`src/rtl/dffre_bank_ctrl_if.sv`:
```
// Write-port bundle shared by the requesters and the bank controller.
//   i_Req   : per-requester write request, held until granted
//   i_Addr  : packed write addresses, requester k at [k*ADDR_W +: ADDR_W]
//   i_D     : packed write data, requester k at [k*DATA_W +: DATA_W]
//   o_Grant : one-hot combinational grant back to the requesters
// master = requester side, slave = controller side.
interface dffre_bank_ctrl_if #(
  parameter int NUM_REQ = 4,
  parameter int DATA_W  = 8,
  parameter int ADDR_W  = 3
);
  logic [NUM_REQ-1:0]        i_Req;
  logic [NUM_REQ*ADDR_W-1:0] i_Addr;
  logic [NUM_REQ*DATA_W-1:0] i_D;
  logic [NUM_REQ-1:0]        o_Grant;

  modport master (output i_Req, output i_Addr, output i_D, input o_Grant);
  modport slave  (input i_Req, input i_Addr, input i_D, output o_Grant);
endinterface

```
`src/rtl/dffre_bank_ctrl.sv`:
```
// Round-robin write-port controller for a bank of enable-gated resettable
// registers, with a sequenced one-entry-per-cycle bank clear and a
// registered read port.
//   clk        : rising-edge clock
//   i_Reset_n  : asynchronous active-low reset
//   wr         : write bus (request/address/data in, grant out)
//   i_Clear    : start a full bank clear (ignored while clearing)
//   o_Busy     : high while the clear sequence runs
//   i_Rd_Addr  : read address
//   o_Rd_Data  : read data, one cycle after the address
//   o_Wr_Count : saturating count of committed requester writes
module dffre_bank_ctrl #(
  parameter int NUM_REQ = 4,
  parameter int DATA_W  = 8,
  parameter int DEPTH   = 8,
  parameter int ADDR_W  = 3
) (
  input  logic               clk,
  input  logic               i_Reset_n,
  dffre_bank_ctrl_if.slave   wr,
  input  logic               i_Clear,
  output logic               o_Busy,
  input  logic [ADDR_W-1:0]  i_Rd_Addr,
  output logic [DATA_W-1:0]  o_Rd_Data,
  output logic [15:0]        o_Wr_Count
);

  localparam int PTR_W = (NUM_REQ > 2) ? $clog2(NUM_REQ) : 1;
  localparam logic [PTR_W-1:0]  LAST_REQ = PTR_W'(NUM_REQ - 1);
  localparam logic [ADDR_W-1:0] LAST_IDX = ADDR_W'(DEPTH - 1);

  typedef enum logic {IDLE = 1'b0, CLEAR = 1'b1} state_t;

  state_t              state_r, next_state_s;
  logic [PTR_W-1:0]    ptr_r;
  logic [ADDR_W-1:0]   clr_idx_r;
  logic                busy_r;
  logic [15:0]         wr_count_r;
  logic [DATA_W-1:0]   rd_data_r;
  logic [DATA_W-1:0]   bank_r [DEPTH];

  logic [NUM_REQ-1:0]  grant_s;
  logic [PTR_W-1:0]    cand_s;
  logic [PTR_W-1:0]    win_s;
  logic                found_s;
  logic                commit_s;
  logic [ADDR_W-1:0]   wr_addr_s;
  logic [DATA_W-1:0]   wr_data_s;
  logic                wr_in_range_s;
  logic                rd_in_range_s;

  // Round-robin search starting just after the last winner, ending at it.
  always_comb begin
    grant_s = '0;
    cand_s  = ptr_r;
    win_s   = ptr_r;
    found_s = 1'b0;
    for (int i = 0; i < NUM_REQ; i++) begin
      if (cand_s == LAST_REQ) begin
        cand_s = '0;
      end else begin
        cand_s = cand_s + 1'b1;
      end
      if (!found_s && wr.i_Req[cand_s]) begin
        found_s = 1'b1;
        win_s   = cand_s;
      end else begin
        found_s = found_s;
      end
    end
    // Clear request and reset both suppress the grant in the same cycle.
    if (i_Reset_n && (state_r == IDLE) && !i_Clear && found_s) begin
      grant_s[win_s] = 1'b1;
    end else begin
      grant_s = '0;
    end
  end

  assign wr.o_Grant = grant_s;
  assign commit_s   = |grant_s;

  // Select the winning requester's address and data slices.
  always_comb begin
    wr_addr_s = '0;
    wr_data_s = '0;
    for (int k = 0; k < NUM_REQ; k++) begin
      if (win_s == PTR_W'(k)) begin
        wr_addr_s = wr.i_Addr[k*ADDR_W +: ADDR_W];
        wr_data_s = wr.i_D[k*DATA_W +: DATA_W];
      end else begin
        wr_addr_s = wr_addr_s;
      end
    end
  end

  assign wr_in_range_s = (int'(wr_addr_s) < DEPTH);
  assign rd_in_range_s = (int'(i_Rd_Addr) < DEPTH);

  // Next-state logic: the clear runs until the last entry has been zeroed.
  always_comb begin
    next_state_s = state_r;
    case (state_r)
      IDLE: begin
        if (i_Clear) begin
          next_state_s = CLEAR;
        end else begin
          next_state_s = IDLE;
        end
      end
      CLEAR: begin
        if (clr_idx_r == LAST_IDX) begin
          next_state_s = IDLE;
        end else begin
          next_state_s = CLEAR;
        end
      end
      default: next_state_s = IDLE;
    endcase
  end

  // Control state: FSM, clear index, busy flag, RR pointer, write counter.
  always_ff @(posedge clk or negedge i_Reset_n) begin
    if (!i_Reset_n) begin
      state_r    <= IDLE;
      clr_idx_r  <= '0;
      busy_r     <= 1'b0;
      ptr_r      <= LAST_REQ;
      wr_count_r <= 16'h0000;
    end else begin
      state_r <= next_state_s;
      busy_r  <= (next_state_s == CLEAR);
      if (state_r == CLEAR) begin
        clr_idx_r <= clr_idx_r + 1'b1;
      end else begin
        clr_idx_r <= '0;
      end
      if (commit_s) begin
        ptr_r <= win_s;
      end else begin
        ptr_r <= ptr_r;
      end
      // Out-of-range addresses still count as committed writes.
      if (commit_s && (wr_count_r != 16'hFFFF)) begin
        wr_count_r <= wr_count_r + 16'h0001;
      end else begin
        wr_count_r <= wr_count_r;
      end
    end
  end

  // Register bank: one enable per entry, driven by clear sequencing or grant.
  always_ff @(posedge clk or negedge i_Reset_n) begin
    if (!i_Reset_n) begin
      for (int e = 0; e < DEPTH; e++) begin
        bank_r[e] <= '0;
      end
    end else if (state_r == CLEAR) begin
      bank_r[clr_idx_r] <= '0;
    end else if (commit_s && wr_in_range_s) begin
      bank_r[wr_addr_s] <= wr_data_s;
    end else begin
      bank_r[0] <= bank_r[0];
    end
  end

  // Registered read port; sees the pre-edge bank contents (read-before-write).
  always_ff @(posedge clk or negedge i_Reset_n) begin
    if (!i_Reset_n) begin
      rd_data_r <= '0;
    end else if (rd_in_range_s) begin
      rd_data_r <= bank_r[i_Rd_Addr];
    end else begin
      rd_data_r <= '0;
    end
  end

  assign o_Busy     = busy_r;
  assign o_Rd_Data  = rd_data_r;
  assign o_Wr_Count = wr_count_r;

endmodule

```
`src/flat_wrapper.sv`:
```
// flat-port wrapper written by rule: the top's interface ports become plain ports
module dffre_bank_ctrl_flat 
#(
  parameter int NUM_REQ = 4,
  parameter int DATA_W  = 8,
  parameter int DEPTH   = 8,
  parameter int ADDR_W  = 3
)
  (clk, i_Reset_n, i_Clear, o_Busy, i_Rd_Addr, o_Rd_Data, o_Wr_Count, wr_i_Req, wr_i_Addr, wr_i_D, wr_o_Grant);
  dffre_bank_ctrl_if #(.NUM_REQ(NUM_REQ), .DATA_W(DATA_W), .ADDR_W(ADDR_W)) wr_i ();
  input  logic clk;
  input  logic i_Reset_n;
  input  logic i_Clear;
  output logic o_Busy;
  input  logic [ADDR_W-1:0] i_Rd_Addr;
  output logic [DATA_W-1:0] o_Rd_Data;
  output logic [15:0] o_Wr_Count;
  input wire logic [$bits(wr_i.i_Req)-1:0] wr_i_Req;
  input wire logic [$bits(wr_i.i_Addr)-1:0] wr_i_Addr;
  input wire logic [$bits(wr_i.i_D)-1:0] wr_i_D;
  output wire logic [$bits(wr_i.o_Grant)-1:0] wr_o_Grant;
  assign wr_i.i_Req = wr_i_Req;
  assign wr_i.i_Addr = wr_i_Addr;
  assign wr_i.i_D = wr_i_D;
  assign wr_o_Grant = wr_i.o_Grant;
  dffre_bank_ctrl #(.NUM_REQ(NUM_REQ), .DATA_W(DATA_W), .DEPTH(DEPTH), .ADDR_W(ADDR_W)) u_core (.clk(clk), .i_Reset_n(i_Reset_n), .wr(wr_i), .i_Clear(i_Clear), .o_Busy(o_Busy), .i_Rd_Addr(i_Rd_Addr), .o_Rd_Data(o_Rd_Data), .o_Wr_Count(o_Wr_Count));
endmodule
```
`config.mk`:
```
export PLATFORM = sky130hd
export DESIGN_NAME = dffre_bank_ctrl_flat
export DESIGN_NICKNAME = d
export VERILOG_FILES = /design/src/rtl/dffre_bank_ctrl_if.sv /design/src/rtl/dffre_bank_ctrl.sv /design/src/flat_wrapper.sv
export SDC_FILE = /design/constraint.sdc
export NUM_CORES = 1
export LEC_CHECK = 0
export CORE_MARGIN = 4
export CORE_UTILIZATION = 30
export DETAILED_ROUTE_END_ITERATION = 10
export GPL_ROUTABILITY_DRIVEN = 0
export PLACE_DENSITY_LB_ADDON = 0.05
export SYNTH_ARGS = -nofsm -noshare
export SYNTH_HDL_FRONTEND = slang
export SYNTH_SLANG_ARGS = --single-unit
export TNS_END_PERCENT = 1
```
`constraint.sdc`:
```
create_clock -name clk -period 3.5 [get_ports clk]
set_input_delay 1.05 -clock clk [delete_from_list [all_inputs] [get_ports clk]]
set_output_delay 1.05 -clock clk [all_outputs]
set_load 0.005 [all_outputs]
```
==> flow_metrics.env <==
export IMPL_dieHeight_um=138
export IMPL_hp_class="reg -> reg"
export IMPL_seqCellArea_um2=2350
export IMPL_yosys_warnings=0
export IMPL_tightestPinTransition_ps=838
export IMPL_synth_seq_area_share=0.467
export IMPL_start_util=0.305
export IMPL_rsz0062_at_grt="yes"
export IMPL_wl_per_cell_um=18.4
export IMPL_synth_seq_cells=94
export IMPL_diodes=0
export IMPL_timing_hold_ws_ps=487
export IMPL_postRouteAntennaNets=0
export IMPL_synth_async_reset_ratio=1.00
export IMPL_tritoncts="done"
export IMPL_r2r_start="u_core.ptr_r[0]$_DFFE_PN1P_"
export IMPL_busiest_layer="met2"
export IMPL_num_vias=3952
export IMPL_fillers=1563
export IMPL_grt_pass1_vias=4123
export IMPL_clkLatencyLatePin_ps=350
export IMPL_viasPerCell=5.10
export IMPL_p_leak_nw=3.04
export IMPL_use_met3=0.0299
export IMPL_overflow=0
export IMPL_syn2layout_area_growth_pct=39.6
export IMPL_drcViolationCount=0
export IMPL_cp_required_ps=2450
export IMPL_multi_input_area_um2=2720
export IMPL_die_x_um=138
export IMPL_finalWorstSetupSlack_ps=-190
export IMPL_path_clk_slew_ps=70
export IMPL_critPathMaxFanout=4
export IMPL_status="finished with violations"
export IMPL_ios=83
export IMPL_maxCapViolations=0
export IMPL_crit_arrival_ps=2640
export IMPL_synth_flop_cell="dfrtp_1"
export IMPL_htreeDepth=3
export IMPL_skew_ps=10.5
export IMPL_syn_num_nets=468
export IMPL_finalCriticalPeriod_ps=3690
export IMPL_violations="setup timing"
export IMPL_numClockSinks=94
export IMPL_dp_cells=751
export IMPL_worstSetupEndpointType="output pin"
export IMPL_cts_root_buf="clkbuf_16"
export IMPL_synth_cell_types=58
export IMPL_cts_buffer_depth=2
export IMPL_final_nets=608
export IMPL_path_class="in -> out"
export IMPL_netlist_instances=410
export IMPL_post_dp_hpwl_mm=10.4
export IMPL_fin_cells=775
export IMPL_synth_area_per_cell_um2=12.3
export IMPL_grt_pass1_wl_mm=22.6
export IMPL_grt_antenna_before_repair=0
export IMPL_io_buffers=82
export IMPL_dieArea_um2=18900
export IMPL_p_per_area_nw_per_um2=807
export IMPL_worstSetupStartpointType="input port"
export IMPL_setup_viol=26
export IMPL_hold_violations=0
export IMPL_worstHoldStart="u_core.bank_r[63]$_DFFE_PN0P_"
export IMPL_grt_start_max_net_pins=49
export IMPL_drt_total_wl_mm=14.3
export IMPL_rows=47
export IMPL_use_met2=0.246
export IMPL_layout_drive_gt1_share=0.312
export IMPL_slew_headroom=0.440
export IMPL_hold_buffers=0
export IMPL_period_share=1.05
export IMPL_core_um2=16500
export IMPL_netlist_area_um2=5040
export IMPL_max_freq_mhz=271
export IMPL_crit_start="wr_i_Req[1]"
export IMPL_drt_iter0_markers=227
export IMPL_synth_edf_count=0
export IMPL_slew_viol_final=0
export IMPL_use_met1=0.215
export IMPL_cts_made_buffers=9
export IMPL_grt_usage=0.154
export IMPL_dr_pass1_iters=4
export IMPL_ir_drop_uv=357
==> registers in the layout (all words and copies together), names as in the netlist <==
register and flops:
u_core.o_Wr_Count 16, u_core.clr_idx_r 3, u_core.o_Rd_Data 8, u_core.bank_r 64
u_core.state_r 1, u_core.ptr_r 2
==> metal layers <==
layer,vias up,share of wire
met3,9,0.058
met1,1962,0.47
met4,0,0.0076
li1,1863,-
met2,118,0.46
met5,-,0
==> report_power, final <==
group	switching [mW]	internal [mW]
combinational	1.53	1.42
sequential	0.197	1.37
clock	0.452	0.710
total	2.18	3.50
==> synth_stat cells, drive strengths merged, types with 2 or more instances <==
| library cell | count | area share |
|---|---|---|
| xnor2 | 10 | 0.017 |
| nor2 | 34 | 0.033 |
| nor4 | 2 | 0.0025 |
| mux2 | 20 | 0.045 |
| o22a | 4 | 0.0070 |
| and3 | 3 | 0.0037 |
| nor2b | 15 | 0.019 |
| mux2i | 23 | 0.051 |
| nand3 | 8 | 0.0089 |
| dfstp | 2 | 0.010 |
| xor2 | 4 | 0.0070 |
| o21ai | 7 | 0.0070 |
| inv | 3 | 0.0022 |
| a211oi | 3 | 0.0074 |
| nand2 | 15 | 0.011 |
| buf | 13 | 0.016 |
| nor4b | 3 | 0.0052 |
| nor3 | 20 | 0.021 |
| a22o | 54 | 0.094 |
| mux4 | 16 | 0.072 |
| a311oi | 4 | 0.014 |
| clkbuf | 5 | 0.0037 |
| a21oi | 8 | 0.012 |
| ha | 4 | 0.0099 |
| o2bb2ai | 11 | 0.019 |
| and4 | 4 | 0.0070 |
| nand4 | 5 | 0.0062 |
| and2 | 2 | 0.0025 |
| dfrtp | 92 | 0.46 |
==> critical path, cell delays in order <==
cell and delay (ps):
buf_6 90, or2_4 250, nor4b_4 270, a211o_1 180, buf_6 110, o21ai_4 60, or3_4 380, nor2b_4 120
buf_2 120
==> cells by family after synthesis <==
logic type | count (synthesis) | share of synthesized area
XOR/XNOR | 14 | 0.0243
AND/OR/NAND/NOR | 117 | 0.128
adder cells (fa/ha/maj) | 4 | 0.00993
buffers and inverters | 21 | 0.0221
multiplexers | 59 | 0.168
AO/OA/AOI/OAI | 101 | 0.180
flip-flops | 94 | 0.467
==> cells in the final DEF, fill, tap and decap left out, drive strengths merged, types with 4 or more instances in the layout <==
cell type / instances
buf: 74
a311oi: 4
mux2: 20
o2bb2ai: 11
nand3: 8
o21ai: 7
clkbuf: 9
nor2b: 15
inv: 6
a22o: 54
nor3: 20
a21oi: 8
ha: 4
dfrtp: 92
mux4: 16
nand4: 5
nand2: 15
and4: 4
o22a: 4
mux2i: 23
xnor2: 10
xor2: 4
clkdlybuf4s50: 73
nor2: 34
==> worst paths after layout <==
path / end / slack [ps] / cells past startpoint
max in group asynchronous: u_core.bank_r[23]$_DFFE_PN0P_ / 1540 / 3
worst min register to register: u_core.bank_r[63]$_DFFE_PN0P_ / 490 / 1
worst min-delay path: u_core.bank_r[63]$_DFFE_PN0P_ / 490 / 1
worst max register to register: u_core.bank_r[43]$_DFFE_PN0P_ / -50 / 11
min in group asynchronous: u_core.bank_r[26]$_DFFE_PN0P_ / 870 / 2
worst max-delay path: wr_o_Grant[2] / -190 / 9
==> stage by stage <==
step                      area, µm²   util  power [mW]  setup TNS, ps  setup slack [ps]
final                          7040  0.426        5.68          -1410              -190
after global routing           7040  0.426        6.02          -5330              -273
after CTS                      7020  0.425        5.69          -2170              -172
after detailed placement       6520  0.395        4.35         -47860              -954
after global placement         6520  0.395        4.34         -46250              -936
after floorplan                5100      -        3.27           -135             -55.1
==> final cells by class <==
| class | count | share of cell area |
|---|---|---|
| inverter | 3 | 0.00160 |
| clock buffer | 9 | 0.0320 |
| clock inverter | 7 | 0.0181 |
| tap | 220 | 0.0391 |
| sequential | 94 | 0.335 |
| timing repair buffer | 147 | 0.188 |
| multi-input combinational | 295 | 0.386 |
==> timing repair <==
| action | CTS | global route |
|---|---|---|
| pin swaps | 10 | 4 |
| setup endpoints to repair | 68 | 68 |
| buffers inserted | 9 | 0 |
| gates resized for setup | 53 | 5 |
(Power assumes the default switching activity.)
